File: config.mk
export PLATFORM = sky130hd
export DESIGN_NAME = spi_slave_responder_flat
export DESIGN_NICKNAME = d
export VERILOG_FILES = /design/src/rtl/spi_slave_responder_if.sv /design/src/rtl/spi_slave_responder.sv /design/src/flat_wrapper.sv
export SDC_FILE = /design/constraint.sdc
export NUM_CORES = 1
export LEC_CHECK = 0
export CAP_MARGIN = 20
export CORE_ASPECT_RATIO = 1.2
export CORE_MARGIN = 2
export CORE_UTILIZATION = 35
export CTS_CLUSTER_SIZE = 30
export DETAILED_ROUTE_END_ITERATION = 6
export PLACE_DENSITY = 0.54
export SLEW_MARGIN = 20
export SYNTH_ARGS = -nofsm -noshare
export SYNTH_HDL_FRONTEND = slang
export SYNTH_SLANG_ARGS = --single-unit
File: constraint.sdc
create_clock -name CLOCK_50 -period 1.8 [get_ports CLOCK_50]
set_input_delay 0.18 -clock CLOCK_50 [delete_from_list [all_inputs] [get_ports CLOCK_50]]
set_output_delay 0.18 -clock CLOCK_50 [all_outputs]
set_load 0.005 [all_outputs]
File: src/rtl/spi_slave_responder_if.sv
// -----------------------------------------------------------------------------
// spi_slave_responder_if
//
// Bundles the SPI pins and the local reply/receive handshake of
// spi_slave_responder so that both travel as one port.
//
// Parameter
//   DATA_WIDTH   bits per SPI word; must match the responder's DATA_WIDTH
//
// Signals (direction as seen from the slave modport)
//   spi_sclk     in   SPI clock from the master, idles low
//   spi_ss_n     in   slave select, active low
//   spi_mosi     in   serial data from the master
//   spi_miso     out  serial data to the master
//   spi_miso_oe  out  MISO output enable, high while selected
//   tx_data      in   reply word offered to the holding register
//   tx_load      in   write strobe for tx_data, honoured only when tx_ready=1
//   tx_ready     out  holding register is empty
//   tx_underrun  out  one-cycle pulse: a word started with the default reply
//   rx_data      out  last complete received word
//   rx_valid     out  one-cycle pulse: rx_data was just updated
//   busy         out  responder is inside a frame
//
// The master modport is the mirror image, for a bench or an on-chip master.
// -----------------------------------------------------------------------------
interface spi_slave_responder_if #(
   parameter int DATA_WIDTH = 8
);

   logic                  spi_sclk;
   logic                  spi_ss_n;
   logic                  spi_mosi;
   logic                  spi_miso;
   logic                  spi_miso_oe;

   logic [DATA_WIDTH-1:0] tx_data;
   logic                  tx_load;
   logic                  tx_ready;
   logic                  tx_underrun;

   logic [DATA_WIDTH-1:0] rx_data;
   logic                  rx_valid;
   logic                  busy;

   modport slave (
      input  spi_sclk,
      input  spi_ss_n,
      input  spi_mosi,
      output spi_miso,
      output spi_miso_oe,
      input  tx_data,
      input  tx_load,
      output tx_ready,
      output tx_underrun,
      output rx_data,
      output rx_valid,
      output busy
   );

   modport master (
      output spi_sclk,
      output spi_ss_n,
      output spi_mosi,
      input  spi_miso,
      input  spi_miso_oe,
      output tx_data,
      output tx_load,
      input  tx_ready,
      input  tx_underrun,
      input  rx_data,
      input  rx_valid,
      input  busy
   );

endinterface : spi_slave_responder_if

File: src/rtl/spi_slave_responder.sv
// -----------------------------------------------------------------------------
// spi_slave_responder
//
// SPI mode-0 slave used as an on-chip far end for the platform SPI master
// (ADC stand-in / loopback target). SCLK, SS_n and MOSI are oversampled in
// the CLOCK_50 domain; received words go to local logic, reply words come
// from a single-entry holding register, with DEFAULT_TX substituted when
// that register is empty at the start of a word.
//
// Parameters
//   DATA_WIDTH   bits per SPI word, MSB first (4..32)
//   DEFAULT_TX   reply shifted out when no word is held
//
// Ports
//   CLOCK_50     system clock, all flops on its rising edge
//   RESET_N      synchronous active-low reset
//   bus          spi_slave_responder_if.slave: SPI pins, tx holding-register
//                handshake, rx word/strobe and busy
//
// Timing from a pin edge (SS_n or SCLK, changing between clock edges):
//   edge 1  first synchronizer stage
//   edge 2  second stage; rise/fall strobe decoded against the third stage
//   edge 3  FSM / shift registers act on the strobe
//   edge 4  registered pin-side outputs (MISO, MISO_OE, rx_data/rx_valid)
// -----------------------------------------------------------------------------
module spi_slave_responder #(
   parameter int                    DATA_WIDTH = 8,
   parameter logic [DATA_WIDTH-1:0] DEFAULT_TX = DATA_WIDTH'(8'hA5)
) (
   input logic                  CLOCK_50,
   input logic                  RESET_N,
   spi_slave_responder_if.slave bus
);

   localparam int                CNT_W    = $clog2(DATA_WIDTH);
   localparam logic [CNT_W-1:0]  LAST_BIT = CNT_W'(DATA_WIDTH - 1);

   typedef enum logic {
      IDLE,
      ACTIVE
   } state_t;

   // ---------------------------------------------------------------------------
   // Input synchronizers
   // Bit 0 is the first stage, bit 1 the synchronized value, bit 2 (SCLK and
   // SS_n only) the previous synchronized value used for edge detection.
   // ---------------------------------------------------------------------------
   logic [2:0] sclk_sync;
   logic [2:0] ss_sync;
   logic [1:0] mosi_sync;

   // NOTE: reset here is synchronous -- it is just another input sampled on
   // the clock edge, so it lives inside the clocked block, not in its list.
   always_ff @(posedge CLOCK_50) begin
      if (!RESET_N) begin
         // Preload the idle pin levels so release of reset cannot fake an edge.
         sclk_sync <= 3'b000;
         ss_sync   <= 3'b111;
         mosi_sync <= 2'b00;
      end else begin
         sclk_sync <= {sclk_sync[1:0], bus.spi_sclk};
         ss_sync   <= {ss_sync[1:0],   bus.spi_ss_n};
         mosi_sync <= {mosi_sync[0],   bus.spi_mosi};
      end
   end

   logic sclk_rise;
   logic sclk_fall;
   logic ss_n_s;
   logic ss_rise;
   logic mosi_s;

   assign sclk_rise = sclk_sync[1] & ~sclk_sync[2];
   assign sclk_fall = ~sclk_sync[1] & sclk_sync[2];
   assign ss_n_s    = ss_sync[1];
   assign ss_rise   = ss_sync[1] & ~ss_sync[2];
   assign mosi_s    = mosi_sync[1];

   // ---------------------------------------------------------------------------
   // State
   // ---------------------------------------------------------------------------
   state_t                 state;
   logic [CNT_W-1:0]       bit_cnt;
   logic                   word_done;   // a full word was received; next SCLK fall starts a new one
   logic [DATA_WIDTH-1:0]  tx_shift;
   logic [DATA_WIDTH-1:0]  rx_shift;
   logic                   rx_done;     // internal: word completed this strobe, publish next cycle

   logic                   hold_full;
   logic [DATA_WIDTH-1:0]  hold_data;

   logic                   spi_miso_q;
   logic                   spi_miso_oe_q;
   logic                   tx_underrun_q;
   logic [DATA_WIDTH-1:0]  rx_data_q;
   logic                   rx_valid_q;

   // A new reply word is fetched on frame entry, and on the SCLK fall that
   // follows a completed word while SS_n stays low (back-to-back words).
   // SS_n rising wins over a fall in the same cycle: the frame is over.
   logic                   load_word;
   logic [DATA_WIDTH-1:0]  next_word;

   assign load_word = ((state == IDLE)   && !ss_n_s) ||
                      ((state == ACTIVE) && !ss_rise && sclk_fall && word_done);
   assign next_word = hold_full ? hold_data : DEFAULT_TX;

   // ---------------------------------------------------------------------------
   // FSM, shift registers, holding register and registered outputs
   // ---------------------------------------------------------------------------
   // NOTE: every register here uses non-blocking assignment, so each right-hand
   // side sees the value from before this edge regardless of statement order;
   // a later assignment to the same register in one pass overrides an earlier one.
   always_ff @(posedge CLOCK_50) begin
      if (!RESET_N) begin
         state         <= IDLE;
         bit_cnt       <= '0;
         word_done     <= 1'b0;
         tx_shift      <= '0;
         rx_shift      <= '0;
         rx_done       <= 1'b0;
         // NOTE: the data registers are reset too; with a synchronous reset,
         // leaving them out would turn RESET_N into an enable term on their D input.
         hold_full     <= 1'b0;
         hold_data     <= '0;
         spi_miso_q    <= 1'b0;
         spi_miso_oe_q <= 1'b0;
         tx_underrun_q <= 1'b0;
         rx_data_q     <= '0;
         rx_valid_q    <= 1'b0;
      end else begin
         // Single-cycle pulses default low and are raised below when needed.
         tx_underrun_q <= 1'b0;
         rx_done       <= 1'b0;

         // Holding register. A transfer out only happens when it is full, and a
         // load is only accepted when it is empty, so a load coinciding with a
         // transfer is refused and the transferred word is the old one.
         if (load_word && hold_full) begin
            hold_full <= 1'b0;
         end else if (bus.tx_load && !hold_full) begin
            hold_full <= 1'b1;
            hold_data <= bus.tx_data;
         end

         case (state)
            IDLE: begin
               // SCLK edges seen here are ignored.
               if (load_word) begin
                  state         <= ACTIVE;
                  tx_shift      <= next_word;
                  tx_underrun_q <= !hold_full;
                  bit_cnt       <= '0;
                  word_done     <= 1'b0;
               end
            end

            ACTIVE: begin
               if (sclk_rise) begin
                  rx_shift <= {rx_shift[DATA_WIDTH-2:0], mosi_s};
                  if (bit_cnt == LAST_BIT) begin
                     bit_cnt   <= '0;
                     word_done <= 1'b1;
                     rx_done   <= 1'b1;
                  end else begin
                     bit_cnt <= bit_cnt + CNT_W'(1);
                  end
               end

               if (ss_rise) begin
                  // A word completing on this same strobe is still published via
                  // rx_done; any partial word is simply dropped.
                  state     <= IDLE;
                  bit_cnt   <= '0;
                  word_done <= 1'b0;
               end else if (sclk_fall) begin
                  if (word_done) begin
                     tx_shift      <= next_word;
                     tx_underrun_q <= !hold_full;
                     word_done     <= 1'b0;
                  end else begin
                     tx_shift <= {tx_shift[DATA_WIDTH-2:0], 1'b0};
                  end
               end
            end

            default: state <= IDLE;
         endcase

         // Pin-side outputs follow the state one cycle later, so MISO and its
         // enable drop together in the cycle after IDLE is entered.
         spi_miso_q    <= (state == ACTIVE) ? tx_shift[DATA_WIDTH-1] : 1'b0;
         spi_miso_oe_q <= (state == ACTIVE);

         if (rx_done) begin
            rx_data_q <= rx_shift;
         end
         rx_valid_q <= rx_done;
      end
   end

   assign bus.spi_miso    = spi_miso_q;
   assign bus.spi_miso_oe = spi_miso_oe_q;
   assign bus.tx_ready    = ~hold_full;
   assign bus.tx_underrun = tx_underrun_q;
   assign bus.rx_data     = rx_data_q;
   assign bus.rx_valid    = rx_valid_q;
   assign bus.busy        = (state == ACTIVE);

endmodule : spi_slave_responder

File: src/flat_wrapper.sv
// flat-port wrapper written by rule: the top's interface ports become plain ports
module spi_slave_responder_flat 
#(
   parameter int                    DATA_WIDTH = 8,
   parameter logic [DATA_WIDTH-1:0] DEFAULT_TX = DATA_WIDTH'(8'hA5)
)
  (CLOCK_50, RESET_N, bus_spi_sclk, bus_spi_ss_n, bus_spi_mosi, bus_spi_miso, bus_spi_miso_oe, bus_tx_data, bus_tx_load, bus_tx_ready, bus_tx_underrun, bus_rx_data, bus_rx_valid, bus_busy);
  spi_slave_responder_if #(.DATA_WIDTH(DATA_WIDTH)) bus_i ();
  input logic CLOCK_50;
  input logic RESET_N;
  input wire logic [$bits(bus_i.spi_sclk)-1:0] bus_spi_sclk;
  input wire logic [$bits(bus_i.spi_ss_n)-1:0] bus_spi_ss_n;
  input wire logic [$bits(bus_i.spi_mosi)-1:0] bus_spi_mosi;
  output wire logic [$bits(bus_i.spi_miso)-1:0] bus_spi_miso;
  output wire logic [$bits(bus_i.spi_miso_oe)-1:0] bus_spi_miso_oe;
  input wire logic [$bits(bus_i.tx_data)-1:0] bus_tx_data;
  input wire logic [$bits(bus_i.tx_load)-1:0] bus_tx_load;
  output wire logic [$bits(bus_i.tx_ready)-1:0] bus_tx_ready;
  output wire logic [$bits(bus_i.tx_underrun)-1:0] bus_tx_underrun;
  output wire logic [$bits(bus_i.rx_data)-1:0] bus_rx_data;
  output wire logic [$bits(bus_i.rx_valid)-1:0] bus_rx_valid;
  output wire logic [$bits(bus_i.busy)-1:0] bus_busy;
  assign bus_i.spi_sclk = bus_spi_sclk;
  assign bus_i.spi_ss_n = bus_spi_ss_n;
  assign bus_i.spi_mosi = bus_spi_mosi;
  assign bus_spi_miso = bus_i.spi_miso;
  assign bus_spi_miso_oe = bus_i.spi_miso_oe;
  assign bus_i.tx_data = bus_tx_data;
  assign bus_i.tx_load = bus_tx_load;
  assign bus_tx_ready = bus_i.tx_ready;
  assign bus_tx_underrun = bus_i.tx_underrun;
  assign bus_rx_data = bus_i.rx_data;
  assign bus_rx_valid = bus_i.rx_valid;
  assign bus_busy = bus_i.busy;
  spi_slave_responder #(.DATA_WIDTH(DATA_WIDTH), .DEFAULT_TX(DEFAULT_TX)) u_core (.CLOCK_50(CLOCK_50), .RESET_N(RESET_N), .bus(bus_i));
endmodule
==> results.yml <==
logic_synthesis:
  syn_avg_cell_area_um2: 9.91
  yosysTopAreaCell: "dfxtp_1"
  yosysWarnings: 0
  synth_nets: 216
  ys_seq_elements: 51
  syn-instance-count: 200
  synth_area_leaders: "dfxtp_1 52%, mux2i_1 8.1%, nor2b_1 6.3%"
  syn_area_um2: 1980
  synth_cell_type_count: 28
  ys_seq_area_share_pct: 51.5
  synth_top_area_share_pct: 51.5
clocking:
  insertion_delay_ps: 300
  cts_tree: "yes"
  clkSinkCount: 51
  cts_htree_levels: 2
  clockRootBuffer: "clkbuf_8"
  clkTransAtPathRegs_ps: 100
  postCtsSetupRepairBufs: 0
  cts_buffer_depth: 2
  postCtsHoldBufs: 0
  numCtsBuffers: 5
  cts.repair.resized: 0
drt:
  drc: 0
  drt_iter0_drc: 81
  wire_per_inst_um: 12.4
  drtAntennaViolNets: 0
  totalWireLength_um: 3620
  vias: 1444
  dr.pass1.iters: 4
  viasPerCell: 4.95
power:
  intPower_mw: 1.69
  p_seq_share_pct: 54.7
  power_switching_uw: 496
  p_sw_share_pct: 22.7
  clockPowerShare_pct: 37.0
  p_leak_nw: 0.899
  power.density_nw_per_um2: 892
  comb_power_share_pct: 8.3
  ir_drop_v: 0.000526
die:
  die_h_um: 86.4
  num_rows: 30
  dieWidth_um: 72.7
  start_util_pct: 35.7
  core_area_um2: 5560
  ios: 28
  dieArea_um2: 6280
placed_design:
  postPlaceCellArea_um2: 2330
  io_buffers: 27
  gp_congestion: 0.747
  hpwl_um: 2530
min_path:
  min_path_type: "reg2reg"
critical_path:
  worstPathRequired_ps: 1620
  r2r_cells: 4
  r2r-end: "u_core.tx_shift[3]"
  cp_num_buf_inv: 2
  crit_path_end_kind: "output port"
  rr_startpoint: "u_core.bus.busy"
  crit_path_cell_trace: "inv_1, clkdlybuf4s50_1"
  critPathSlowestCell: "dfxtp_1"
  max_stage_delay_ps: 560
  crit_family: "buffers and inverters"
  cp.depth: 2
  rrSetupSlack_ps: 360
  crit_end: "bus_tx_ready"
  critPathLaunchType: "register"
  crit_fanout: 11
  critPathKind: "reg2out"
  startpoint: "u_core.hold_full"
  worstPathArrival_ps: 1490
global_routing:
  grt.total_usage_pct: 12.9
  grt_pass1_vias: 1371
  grt_max_degree: 31
  grt_pass1_wl_um: 6340
  overflow: 0
  antenna_found_initial: 0
cells_and_area:
  nNetsFinal: 243
  area_growth_syn_to_layout_pct: 23.3
  area.sequential_um2: 1020
  num_antenna_cells: 0
  multi_input_area_um2: 881
  fillers: 568
  layout-drive-gt1-share_pct: 7.46
  final_area_um2: 2440
sta:
  drv_slew: 0
  fmaxAchievable_ghz: 0.598
  slew_headroom_pct: 65.0
  rsz0062_at_grt: "no"
  hold_viol: 0
  period_share_pct: 92.9
  setup-violations-final: 0
  clock_skew_ps: 10.7
  worst_slew_pin_slew_ps: 524
  finalWorstPathRequiredPeriod_ps: 1670
  fin_setup_tns_ps: 0
job:
  maxCapViolCount: 0
outcome:
  status: "finished clean"
power by group through the flow:
stage,registers [mW],logic [mW],clock network [mW]
after floorplan,1.21,0.120,0
after global placement,1.22,0.182,0
after detailed placement,1.22,0.183,0
after CTS,1.19,0.184,0.844
after global routing,1.20,0.202,0.901
final,1.19,0.180,0.808
how the worst min path moves through the flow:
stage	startpoint	endpoint	cells after the start
floorplan	bus_spi_ss_n	u_core.ss_sync[0]	1
finish	u_core.ss_sync[0]	u_core.ss_sync[1]	1
CTS	u_core.ss_sync[0]	u_core.ss_sync[1]	1
global route	bus_spi_ss_n	u_core.ss_sync[0]	2
detailed placement	u_core.ss_sync[0]	u_core.ss_sync[1]	1
global placement	u_core.ss_sync[0]	u_core.ss_sync[1]	1
registers in the layout, indices dropped and copies added (netlist names):
signal and cells:
u_core.bus.rx_valid 1, u_core.bus.rx_data 8, u_core.hold_data 8, u_core.hold_full 1
u_core.bus.busy 1, u_core.word_done 1, u_core.bit_cnt 3, u_core.rx_shift 8
u_core.bus.tx_underrun 1, u_core.sclk_sync 3, u_core.mosi_sync 2, u_core.bus.spi_miso 1
u_core.bus.spi_miso_oe 1, u_core.rx_done 1, u_core.ss_sync 3, u_core.tx_shift 8
cells in the final DEF, fill, tap and decap left out, drive strengths merged, types with 2 or more instances in the layout:
cell	instances
a21boi	17
a21oi	3
and2	7
and3	4
buf	6
clkbuf	5
clkdlybuf4s50	27
dfxtp	51
ha	2
inv	6
mux2i	16
nand2	15
nand2b	6
nand3	16
nand3b	3
nand4	4
nor2b	20
o211a	3
o211ai	8
o21ai	3
cell usage after synthesis, drive strengths merged:
| cell | number |
|---|---|
| and2 | 7 |
| a21o | 1 |
| o211a | 3 |
| clkbuf | 5 |
| nand2 | 15 |
| o211ai | 8 |
| ha | 2 |
| a21boi | 17 |
| buf | 8 |
| nand4 | 4 |
| nor2b | 20 |
| mux2i | 16 |
| a21oi | 3 |
| o21ai | 3 |
| dfxtp | 51 |
| inv | 5 |
| nand2b | 6 |
| nor2 | 1 |
| nand3b | 3 |
| and3 | 4 |
| or2 | 1 |
| and2b | 1 |
| nand3 | 16 |
metal layers:
layer  global-route usage, %  share of wire [%]  wire [µm]  vias up
met5                       0                  0          0        -
met4                    4.55               0.66         24        0
met3                    3.95                3.5        126        2
met2                    21.2                 48       1740       22
met1                    15.7                 48       1730      679
li1                        -                  -          -      741
area by class of cell:
| cell class | count | area share [%] |
|---|---|---|
| Clock buffer | 5 | 2.82 |
| Tap cell | 64 | 3.28 |
| Sequential cell | 51 | 41.8 |
| Timing Repair Buffer | 33 | 13.4 |
| Multi-Input combinational cell | 131 | 36.0 |
| Inverter | 5 | 0.768 |
| Clock inverter | 3 | 1.89 |
cell families (layout without fill, tap and decap cells):
logic type	count (synthesis)	count (layout)	share of synthesized area [%]
simple gates	78	78	21.8
flops	51	51	51.5
compound gates	35	35	13.3
buf+inv	18	46	4.04
mux	16	16	8.08
fa+ha+maj	2	2	1.26
through the flow:
step           power [mW]  hold WS (ps)  std cells  util [%]  worst slack [ps]
6_report             2.18           415        292      44.0               129
5_1_grt              2.30           416        292      44.0              72.9
4_1_cts              2.22           419        292      44.0               121
3_5_place_dp         1.40           396        284      41.9               365
3_3_place_gp         1.40           390        284      41.9               339
2_1_floorplan        1.33           281        200         -               671
No activity file was read; power rests on OpenSTA's default activity.
